==> src/rtl/accel_pkg.sv <==
// accel_pkg: load FSM encoding and tile geometry helpers shared by the weight loader.
package accel_pkg;
  typedef enum logic [2:0] {IDLE, ACQUIRE, FILL, WRITE, WAIT_DONE} load_state_t;
  function automatic int beats_f(input int tile_width, input int in_width);
    return tile_width / in_width;
  endfunction
  function automatic int tiles_f(input int buffer_width, input int tile_width);
    return buffer_width / tile_width;
  endfunction
  function automatic int cnt_w(input int n);
    return n > 1 ? $clog2(n) : 1;
  endfunction
endpackage

==> src/rtl/tile_packer.sv <==
// tile_packer: assembles IN_WIDTH stream beats into one TILE_WIDTH word, beat 0 in the LSBs.
module tile_packer
  import accel_pkg::*;
#(
  parameter int TILE_WIDTH = 256,
  parameter int IN_WIDTH   = 64
) (
  input  logic                  clk,
  input  logic                  reset_n,
  input  logic                  beat_i,
  input  logic [IN_WIDTH-1:0]   data_i,
  output logic                  last_o,
  output logic [TILE_WIDTH-1:0] tile_o
);
  localparam int BEATS = beats_f(TILE_WIDTH, IN_WIDTH);
  localparam int BW    = cnt_w(BEATS);
  logic [BW-1:0]         beat_cnt_q;
  logic [TILE_WIDTH-1:0] tile_q;
  assign last_o = beat_cnt_q == BW'(BEATS - 1);
  assign tile_o = tile_q;
  always_ff @(posedge clk or negedge reset_n)
    if (!reset_n) begin
      beat_cnt_q <= '0;
      tile_q     <= '0;
    end else if (beat_i) begin
      tile_q[int'(beat_cnt_q)*IN_WIDTH +: IN_WIDTH] <= data_i;
      beat_cnt_q <= last_o ? '0 : beat_cnt_q + 1'b1;
    end
endmodule

==> src/rtl/weight_tile_loader.sv <==
// weight_tile_loader: streams weight beats into tiles and writes full buffers round-robin,
// waiting for a free buffer before each load and tracking per-buffer full flags.
module weight_tile_loader
  import accel_pkg::*;
#(
  parameter int BUFFER_WIDTH = 1024,
  parameter int BUFFER_COUNT = 2,
  parameter int TILE_WIDTH   = 256,
  parameter int IN_WIDTH     = 64
) (
  input  logic                            clk,
  input  logic                            reset_n,
  input  logic                            start,
  input  logic [15:0]                     load_count,
  input  logic                            in_valid,
  input  logic [IN_WIDTH-1:0]             in_data,
  output logic                            in_ready,
  output logic                            write_enable,
  output logic [TILE_WIDTH-1:0]           write_data,
  output logic [$clog2(BUFFER_COUNT)-1:0] write_buffer,
  input  logic                            writing_done,
  input  logic                            buf_release,
  input  logic [$clog2(BUFFER_COUNT)-1:0] release_buffer,
  output logic [BUFFER_COUNT-1:0]         buf_full,
  output logic                            busy,
  output logic                            done
);
  localparam int TILES = tiles_f(BUFFER_WIDTH, TILE_WIDTH);
  localparam int TW    = cnt_w(TILES);
  localparam int CW    = $clog2(BUFFER_COUNT);
  load_state_t             state_q;
  logic [CW-1:0]           cur_q;
  logic [TW-1:0]           tile_cnt_q;
  logic [15:0]             loads_left_q;
  logic [BUFFER_COUNT-1:0] buf_full_q;
  logic                    in_ready_q, write_enable_q, busy_q, done_q, beat, last_beat;
  assign beat         = in_valid & in_ready_q;
  assign in_ready     = in_ready_q;
  assign write_enable = write_enable_q;
  assign write_buffer = cur_q;
  assign buf_full     = buf_full_q;
  assign busy         = busy_q;
  assign done         = done_q;
  tile_packer #(.TILE_WIDTH(TILE_WIDTH), .IN_WIDTH(IN_WIDTH)) u_packer (
    .clk     (clk),
    .reset_n (reset_n),
    .beat_i  (beat),
    .data_i  (in_data),
    .last_o  (last_beat),
    .tile_o  (write_data)
  );
  always_ff @(posedge clk or negedge reset_n)
    if (!reset_n) begin
      state_q        <= IDLE;
      cur_q          <= '0;
      tile_cnt_q     <= '0;
      loads_left_q   <= '0;
      buf_full_q     <= '0;
      in_ready_q     <= 1'b0;
      write_enable_q <= 1'b0;
      busy_q         <= 1'b0;
      done_q         <= 1'b0;
    end else begin
      done_q         <= 1'b0;
      write_enable_q <= 1'b0;
      // release first so a same-cycle set of the same flag below takes precedence
      if (buf_release) buf_full_q[release_buffer] <= 1'b0;
      case (state_q)
        IDLE:
          if (start && load_count != 16'd0) begin
            loads_left_q <= load_count;
            busy_q       <= 1'b1;
            state_q      <= ACQUIRE;
          end else if (start) done_q <= 1'b1;
        ACQUIRE:
          if (!buf_full_q[cur_q]) begin
            in_ready_q <= 1'b1;
            state_q    <= FILL;
          end
        FILL:
          if (beat && last_beat) begin
            in_ready_q     <= 1'b0;
            write_enable_q <= 1'b1;
            state_q        <= WRITE;
          end
        WRITE:
          if (tile_cnt_q == TW'(TILES - 1)) begin
            tile_cnt_q <= '0;
            state_q    <= WAIT_DONE;
          end else begin
            tile_cnt_q <= tile_cnt_q + 1'b1;
            in_ready_q <= 1'b1;
            state_q    <= FILL;
          end
        WAIT_DONE:
          if (writing_done) begin
            buf_full_q[cur_q] <= 1'b1;
            cur_q             <= cur_q == CW'(BUFFER_COUNT - 1) ? '0 : cur_q + 1'b1;
            loads_left_q      <= loads_left_q - 16'd1;
            state_q           <= loads_left_q == 16'd1 ? IDLE : ACQUIRE;
            busy_q            <= loads_left_q != 16'd1;
            done_q            <= loads_left_q == 16'd1;
          end
        default: state_q <= IDLE;
      endcase
    end
endmodule

==> config.mk <==
export PLATFORM = sky130hd
export DESIGN_NAME = weight_tile_loader
export DESIGN_NICKNAME = d
export VERILOG_FILES = /design/src/rtl/accel_pkg.sv /design/src/rtl/tile_packer.sv /design/src/rtl/weight_tile_loader.sv
export SDC_FILE = /design/constraint.sdc
export NUM_CORES = 1
export LEC_CHECK = 0
export CORE_MARGIN = 2
export CORE_UTILIZATION = 30
export CTS_CLUSTER_DIAMETER = 60
export DETAILED_ROUTE_END_ITERATION = 6
export MAX_ROUTING_LAYER = met4
export PLACE_DENSITY_LB_ADDON = 0.25
export REMOVE_ABC_BUFFERS = 1
export SYNTH_ARGS = -nofsm -noshare
export SYNTH_HDL_FRONTEND = slang
export SYNTH_HIERARCHICAL = 1
export SYNTH_SLANG_ARGS = --single-unit
==> constraint.sdc <==
create_clock -name clk -period 2.9 [get_ports clk]
set_input_delay 0.435 -clock clk [delete_from_list [all_inputs] [get_ports clk]]
set_output_delay 0.435 -clock clk [all_outputs]
set_load 0.02 [all_outputs]
==> results of run 1 <==
## Yosys cell counts (all sizes together), types with 4 or more instances
library cell,number
a21oi,7
a22o,116
a2bb2oi,4
a32o,67
buf,66
clkbuf,46
dfrtp,286
ha,9
inv,8
nand2,23
nand3,82
nor2,31
nor3,9
nor3b,117
nor4,7
o21ai,16
o2bb2ai,75
or3,4
or4,4
## sequential cells by signal, indices dropped and copies added, names as in the netlist
signal               count
u_packer/tile_o        256
loads_left_q            16
state_q                  3
buf_full                 2
tile_cnt_q               2
u_packer/beat_cnt_q      2
busy                     1
done                     1
in_ready                 1
write_buffer             1
write_enable             1
## metrics by stage
stage | hold WS (ps) | setup WS, ps | instances | total power, W | instance area, um2
6_report | 485 | 417 | 1905 | 0.0224 | 18000
4_1_cts | 489 | 347 | 1903 | 0.0226 | 18000
3_3_place_gp | 473 | 177 | 1840 | 0.0181 | 16900
3_5_place_dp | 480 | 152 | 1840 | 0.0182 | 16900
5_1_grt | 504 | 220 | 1905 | 0.0235 | 18000
2_1_floorplan | 139 | -3920 | 912 | 0.0124 | 12200
## worst max-delay path by stage
stage                                       from              endpoint  slack [ps]
final                     u_packer/beat_cnt_q[0]  u_packer/tile_o[105]         420
after global routing      u_packer/beat_cnt_q[0]  u_packer/tile_o[105]         220
after global placement            load_count[14]      loads_left_q[10]         180
after detailed placement          load_count[14]      loads_left_q[10]         150
after floorplan           u_packer/beat_cnt_q[0]    u_packer/tile_o[0]       -3920
after CTS                 u_packer/beat_cnt_q[0]  u_packer/tile_o[104]         350
## per-layer routing
| layer | wire length (um) | vias to the layer above | global-route usage | part of all wire |
|---|---|---|---|---|
| met1 | 20100 | 5378 | 0.268 | 0.44 |
| met3 | 2660 | 68 | 0.0476 | 0.058 |
| li1 | - | 4601 | - | - |
| met2 | 21700 | 308 | 0.330 | 0.47 |
| met4 | 1360 | 0 | 0.0767 | 0.030 |
| met5 | 0 | - | - | 0 |
## logic make-up after synthesis
| logic type | synth area share |
|---|---|
| compound gates | 0.241 |
| buf+inv | 0.0503 |
| simple gates | 0.137 |
| fa+ha+maj | 0.00878 |
| mux | 0.00420 |
| flops | 0.558 |
| xor+xnor | 0.000683 |
## repair_timing
action                                 CTS  global route
hold buffers                             1             0
setup buffers                            0             0
endpoints found under the hold margin   75             0
## power breakdown
group | switching, W | internal [W]
Clock | 0.00179 | 0.00248
Sequential | 0.00123 | 0.00567
Combinational | 0.00632 | 0.00487
Total | 0.00934 | 0.0130
## area by class of cell
class | instances | share of cell area
Timing Repair Buffer | 390 | 0.219
Multi-Input combinational cell | 617 | 0.282
Antenna cell | 2 | 0.000278
Tap cell | 539 | 0.0375
Inverter | 9 | 0.00188
Clock inverter | 9 | 0.00639
Clock buffer | 53 | 0.0552
Sequential cell | 286 | 0.398
==> results.sh, run 1 <==
export IMPL_syn_inst=1024
export IMPL_synth_area_mm2=0.0128
export IMPL_total_leakage_power_nw=7.22
export IMPL_antenna_found_initial=2
export IMPL_die_width_um=211
export IMPL_yosysWarningCount=6
export IMPL_fin_util=0.428
export IMPL_crit_path_end_kind="flip-flop"
export IMPL_ir_drop_uv=561
export IMPL_tightest_slew_ps=815
export IMPL_fin_crit_sh=0.856
export IMPL_yosys_top_cells_area="dfrtp_1, a22o_1, o2bb2ai_2"
export IMPL_crit_path_start_kind="flip-flop"
export IMPL_cts_buffers_inserted=35
export IMPL_crit_slowest_cell="dfrtp_4"
export IMPL_required_ps=3350
export IMPL_min_path_type="input pin to async pin"
export IMPL_path_buf_inv=2
export IMPL_synth_top_area_cell="dfrtp_1"
export IMPL_setup_viol=0
export IMPL_relSlewSlack=0.456
export IMPL_row_count=75
export IMPL_grt_max_degree=84
export IMPL_crit_fanout=36
export IMPL_die_area_mm2=0.0444
export IMPL_synth_edf_count=0
export IMPL_cp_top_family="buffers and inverters"
export IMPL_fin_setup_tns_ps=0
export IMPL_r2r_end="u_packer/tile_o[105]"
export IMPL_ios=350
export IMPL_r2r_start="u_packer/beat_cnt_q[0]"
export IMPL_drtIter0Drc=796
export IMPL_core_area_mm2=0.0420
export IMPL_antenna_left=0
export IMPL_grt_pass1_wl_mm=69.6
export IMPL_ctsLongestPathBuffers=3
export IMPL_htreeDepth=2
export IMPL_gp_congestion=0.848
export IMPL_clkTransAtPathRegs_ps=60
export IMPL_clk_latency_ps=560
export IMPL_synth_top_cell_area_share=0.558
export IMPL_wl_per_cell_um=24.0
export IMPL_synth_async_reset_ratio=1.00
export IMPL_cts_resized_gates=0
export IMPL_fmax_mhz=403
export IMPL_post_dp_hpwl_mm=29.1
export IMPL_cts_tree="yes"
export IMPL_ys_seq_elements=286
export IMPL_synth_area_per_cell_um2=12.5
export IMPL_reg2reg_depth=5
export IMPL_dieHeight_um=211
export IMPL_status="complete, no violations"
export IMPL_drc=0
export IMPL_routed_wl_mm=45.8
export IMPL_seq_area_mm2=0.00716
export IMPL_vias=10400
export IMPL_multiInputGateArea_mm2=0.00508
export IMPL_first_pass_iters=5
export IMPL_vias_per_cell=5.44
export IMPL_ys_seq_area_frac=0.558
export IMPL_grtUsageTotal=0.211
export IMPL_grt_ovfl_total=0
export IMPL_reg2reg_slack_ps=420
export IMPL_nFillCells=3942
export IMPL_root_buffer="clkbuf_16"
export IMPL_worstPathArrival_ps=2930
export IMPL_fin_crit_ps=2480
export IMPL_hold_viol=0
export IMPL_finalNetCount=1435
export IMPL_grt_pass1_vias=10700
export IMPL_final_cell_mix="clkdlybuf4s50_1, dfrtp_1, nor3b_1, a22o_1, nand3_1"
export IMPL_rsz0062_at_grt="no"
export IMPL_layout_commonest_cell="clkdlybuf4s50_1"
export IMPL_crit_chain="inv_1 > ha_4 > buf_4 > nand3b_1 > o2bb2ai_1"
export IMPL_port_buffer_count=349
export IMPL_synth_cell_types=57
export IMPL_cp_num_cells=5
export IMPL_syn_to_final_growth_pct=40.4
export IMPL_powerDensity_mw_per_mm2=1240
export IMPL_final_max_slew_viol_count=0
export IMPL_drive_gt1_frac=0.128
export IMPL_finalClockSkew_ps=32.4
export IMPL_slowest_delay_ps=580
export IMPL_synthFlopType="dfrtp_1"
export IMPL_initial_utilization=0.305
export IMPL_cap_viol_max_count=0
export IMPL_cts_sinks=286
export IMPL_path_class="flip-flop to flip-flop"
No activity file was read; power rests on OpenSTA's default activity.
==> run 2, diff against run 1 <==
--- a/config.mk
+++ b/config.mk
@@ -5,7 +5,6 @@
 export SDC_FILE = /design/constraint.sdc
 export NUM_CORES = 1
 export LEC_CHECK = 0
-export CORE_MARGIN = 2
 export CORE_UTILIZATION = 30
 export CTS_CLUSTER_DIAMETER = 60
 export DETAILED_ROUTE_END_ITERATION = 6
==> run 2 against run 1 <==
Against the previous run: the flow now finishes with violations (design-rule violations); combinational power about the same; design area grew 0.60%; setup slack improved by 150 ps; global-route usage up 0.18 points; clock power rose by 8.4%; via count about the same; power increased by 1.7%; maximum frequency is 6.5% higher; critical path type unchanged; largest cell class unchanged; largest power group unchanged.
==> results.sh, run 2 (synthesis results as in run 1) <==
export IMPL_status="finished, violations left"
export IMPL_violations="design-rule violations"
export IMPL_antenna_found_initial=0
export IMPL_rsz0062_at_grt="no"
export IMPL_seqPwrFrac=0.304
export IMPL_cell_internal_pwr_w=0.0134
export IMPL_nFillCells=3930
export IMPL_path_class="flip-flop to flip-flop"
export IMPL_drt_met1_wl_mm=19.9
export IMPL_tightest_slew_ps=706
export IMPL_powerDensity_mw_per_mm2=1260
export IMPL_crit_fanout=43
export IMPL_finalNetCount=1431
export IMPL_power_net_switching_w=0.00938
export IMPL_post_dp_hpwl_mm=28.8
export IMPL_fin_crit_sh=0.804
export IMPL_final_max_slew_viol_count=0
export IMPL_setup_viol=0
export IMPL_relSlewSlack=0.529
export IMPL_cts_sinks=286
export IMPL_cap_viol_max_count=0
export IMPL_post_cts_buffers=0
export IMPL_syn_to_final_growth_pct=41.3
export IMPL_grt_max_degree=76
export IMPL_finalInstanceArea_mm2=0.0181
export IMPL_htreeDepth=2
export IMPL_clk_latency_ps=550
export IMPL_ctsLongestPathBuffers=3
export IMPL_fin_crit_ps=2330
export IMPL_drtIter0Drc=720
export IMPL_drive_gt1_frac=0.133
export IMPL_clkTransAtPathRegs_ps=60
export IMPL_grt_pass1_vias=10800
export IMPL_grt_ovfl_total=0
export IMPL_wl_per_cell_um=23.8
export IMPL_required_ps=3320
export IMPL_worstPathArrival_ps=2750
export IMPL_hold_viol=0
export IMPL_routed_wl_mm=45.2
export IMPL_wl_met2_mm=21.4
export IMPL_ios=350
export IMPL_final_cell_mix="clkdlybuf4s50_1, dfrtp_1, nor3b_1, a22o_1, nand3_1"
export IMPL_core_area_mm2=0.0420
export IMPL_die_area_mm2=0.0436
export IMPL_die_width_um=209
export IMPL_dr_wl_met3_mm=2.75
export IMPL_row_count=75
export IMPL_top_layer="met4"
export IMPL_min_path_type="input pin to async pin"
export IMPL_vias_per_cell=5.44
export IMPL_total_leakage_power_nw=7.29
export IMPL_fmax_mhz=429
export IMPL_grtUsageTotal=0.213
export IMPL_layout_commonest_cell="clkdlybuf4s50_1"
export IMPL_timing_final_ws_setup_ps=568
export IMPL_switching_share=0.413
export IMPL_first_pass_iters=7
export IMPL_port_buffer_count=349
export IMPL_postPlaceCellArea_mm2=0.0169
export IMPL_dieHeight_um=209
export IMPL_root_buffer="clkbuf_16"
export IMPL_combPwrFrac=0.493
export IMPL_initial_utilization=0.305
export IMPL_fin_util=0.431
export IMPL_hold_buffers=1
export IMPL_clkPwrFrac=0.204
export IMPL_ir_drop_uv=713
export IMPL_vias=10300
export IMPL_cts_buffers_inserted=36
export IMPL_largest_reg_flops=256
export IMPL_cts_resized_gates=0
export IMPL_drc=1
export IMPL_antenna_left=0
export IMPL_p_total_w=0.0227
export IMPL_crit_path_start_kind="flip-flop"
export IMPL_crit_path_end_kind="flip-flop"
export IMPL_diodes=0
export IMPL_cts_tree="yes"
export IMPL_gp_congestion=0.825
export IMPL_post_place_ws_ps=149
export IMPL_grt_pass1_wl_mm=69.2
export IMPL_finalClockSkew_ps=23.0
==> run 2: cell count changes in the layout (fill, tap and decap cells not counted), moves of 3 or more <==
cell,previous run,this run
buf_4,29,22
clkbuf_1,13,4
clkinv_2,3,7
inv_6,1,4
==> run 2: area by class of cell <==
cell class / count / area, um2 / area share
flip-flops and latches: 286 / 7160 / 0.395
multi-input cells: 617 / 5090 / 0.281
repair buffers: 385 / 3930 / 0.217
clock buffers: 48 / 1040 / 0.0573
well taps: 539 / 674 / 0.0372
clock inverters: 17 / 186 / 0.0103
inverters: 9 / 33.8 / 0.00187
==> run 2: critical path: stages (launching register included) <==
cell     delay (ps)
dfrtp_4         620
inv_1           190
ha_4            450
buf_4           570
nor3b_1         110
a22o_1          220
==> run 2: through the flow <==
stage	hold WS, ps	setup TNS, ps	instances
floorplan	139	-663470	912
global placement	473	0	1835
detailed placement	478	0	1835
CTS	475	0	1901
global route	499	0	1901
finish	474	0	1901
==> run 2: metal layers <==
layer / vias up / track usage
met4: 0 / 0.0644
li1: 4584 / -
met1: 5358 / 0.273
met5: - / -
met3: 68 / 0.0540
met2: 335 / 0.329
==> run 2: power groups by stage <==
stage	Combinational [W]	Sequential [W]	Clock (W)
finish	0.0112	0.00690	0.00463
global route	0.0118	0.00713	0.00492
CTS	0.0113	0.00692	0.00476
detailed placement	0.0113	0.00694	0
global placement	0.0112	0.00691	0
floorplan	0.00369	0.00870	0
==> run 2: final timing paths <==
check	from	endpoint	slack [ps]	cells past startpoint
min in group clk	u_packer/tile_o[108]	u_packer/tile_o[108]	490	1
max reg2reg	u_packer/beat_cnt_q[0]	u_packer/tile_o[205]	570	5
max	u_packer/beat_cnt_q[0]	u_packer/tile_o[205]	570	5
min reg2reg	u_packer/tile_o[108]	u_packer/tile_o[108]	490	1
min	reset_n	u_packer/tile_o[103]	470	2
max in group asynchronous	reset_n	u_packer/tile_o[136]	1550	3
==> variant (flow settings as in run 1) <==
The 5 states of `load_state_t` get a one-hot encoding in 5 bits.
--- a/src/rtl/accel_pkg.sv
+++ b/src/rtl/accel_pkg.sv
@@ -1,6 +1,6 @@
 // accel_pkg: load FSM encoding and tile geometry helpers shared by the weight loader.
 package accel_pkg;
-  typedef enum logic [2:0] {IDLE, ACQUIRE, FILL, WRITE, WAIT_DONE} load_state_t;
+  typedef enum logic [4:0] {IDLE = 5'b00001, ACQUIRE = 5'b00010, FILL = 5'b00100, WRITE = 5'b01000, WAIT_DONE = 5'b10000} load_state_t;
   function automatic int beats_f(input int tile_width, input int in_width);
     return tile_width / in_width;
   endfunction
Check against the original RTL: no difference found for any inputs over 4 cycles, from zero or initial values and one cycle with reset_n low; so few cycles prove little.
==> variant against run 1 <==
- setup slack gained 0.28 ns
- sequential cell count up 2
- count of clock-buffer cells in the layout shrank 1
- die area grew 0.48%
- synthesized area increased by 0.49%
- wire length shrank 1.5%
- final cell count rose by 0.10%
- power increased by 0.60%
- global-route usage fell by 0.41 points
- first-iteration DRC count is 27% lower
- design area grew 1.0%
- critical path type unchanged
- largest cell class unchanged
==> variant: results <==
[run_status]
outcome = finished clean

[place]
gp_congestion = 0.816
dp_slack_ns = 0.259
postPlaceCellArea_um2 = 16900
hpwl_um = 28800

[power_and_ir_drop]
ir_drop_v = 0.000548
leakagePower_nw = 7.34
p_sw_share_pct = 41.3

[clock_network]
cts.repair.resized = 0
post_cts_buffers = 0
insertion_delay_ns = 0.56

[finish]
diodes = 0
n_fill_cell = 3910
fin_nets = 1434
drive_above_1_share_pct = 13.2

[global_route]
antenna_found_initial = 0
grt_pass1_wl_um = 68000
grt_max_degree = 87
grt_pass1_vias = 10600
grt.total_usage_pct = 20.7

[timing]
worst_pin_slew_ns = 0.697
finClkSkew_ns = 0.0271

[synthesis]
ys_types = 61
synth.area.top_cells = dfrtp_1 56%, a22o_1 8.0%, o2bb2ai_2 7.0%
synth_commonest_cells = 287 x dfrtp_1, 118 x a22o_1, 116 x nor3b_1

[min_path]
hold_path_class = in -> async

[route]
detail_route.iter0.violations = 585
vias_per_cell = 5.41
drtPass1Iterations = 5
drt-wirelength-per-cell_um = 23.6

[critical_path]
worstPathArrival_ns = 2.63
crit_fanout = 54
critPathMaxStageDelay_ns = 0.51
[variant: changes by cell type in the layout (fill, tap and decap cells not counted), moves of 4 or more]
cell,run 1,this run
buf_4,29,22
o21ai_0,14,7
a21oi_1,6,11
nor2_1,31,21
o21ai_1,1,21
nand2_1,19,14
nand3_1,82,78
[variant: area by class of cell]
class	instances	area share [%]
flip-flops and latches	288	39.7
repair buffers	383	21.4
multi-input cells	616	28.1
clock buffers	52	5.74
clock inverters	18	1.14
inverters	11	0.227
well taps	539	3.71
[variant: per-stage QoR]
stage,total power [mW],instances,hold WS (ns),utilization [%]
after floorplan,12.3,915,0.139,-
after global placement,17.8,1836,0.368,40.2
after detailed placement,17.9,1836,0.369,40.2
after CTS,22.8,1907,0.371,43.2
after global routing,23.7,1907,0.397,43.2
final,22.5,1907,0.379,43.2
[variant: path summary, 6_finish.rpt]
| kind | cells after the start | slack, ns | to |
|---|---|---|---|
| min reg2reg | 1 | 0.48 | u_packer/tile_o[76]$_DFFE_PN0P_ |
| min in group clk | 1 | 0.48 | u_packer/tile_o[76]$_DFFE_PN0P_ |
| max reg2reg | 6 | 0.70 | u_packer/tile_o[102]$_DFFE_PN0P_ |
| max | 6 | 0.70 | u_packer/tile_o[102]$_DFFE_PN0P_ |
| min | 2 | 0.38 | u_packer/tile_o[90]$_DFFE_PN0P_ |
| max in group asynchronous | 3 | 1.67 | u_packer/tile_o[157]$_DFFE_PN0P_ |
[variant: logic make-up (layout without fill, tap and decap cells)]
family | Yosys count | in the layout | synth area share (%)
fa+ha+maj | 9 | 9 | 0.874
xor+xnor | 1 | 1 | 0.0680
mux | 2 | 2 | 0.175
simple gates | 278 | 278 | 13.6
compound gates | 326 | 326 | 24.6
flops | 288 | 288 | 55.9
buf+inv | 121 | 464 | 4.82
[variant: metal layers]
| layer | part of all wire (%) | up-vias | wire length (µm) | GRT usage (%) |
|---|---|---|---|---|
| met5 | 0 | - | 0 | - |
| met4 | 3.1 | 0 | 1390 | 7.36 |
| met3 | 7.4 | 68 | 3320 | 5.50 |
| met2 | 47 | 356 | 21100 | 32.2 |
| met1 | 43 | 5298 | 19300 | 26.0 |
| li1 | - | 4600 | - | - |
[variant: power groups by stage]
stage               Combinational (mW)  Sequential (mW)  Clock [mW]
CTS                               11.2             6.78        4.85
global route                      11.7             6.97        5.02
global placement                  11.0             6.78           0
detailed placement                11.1             6.79           0
floorplan                         3.71             8.56           0
finish                            11.0             6.76        4.71
[variant: worst max-delay path: cells and delay by family (launching register included)]
family          cells  cell delay [ns]
simple gates        1             0.28
buf+inv             3             0.61
compound gates      1             0.33
fa+ha+maj           1             0.24
flops               1             0.51
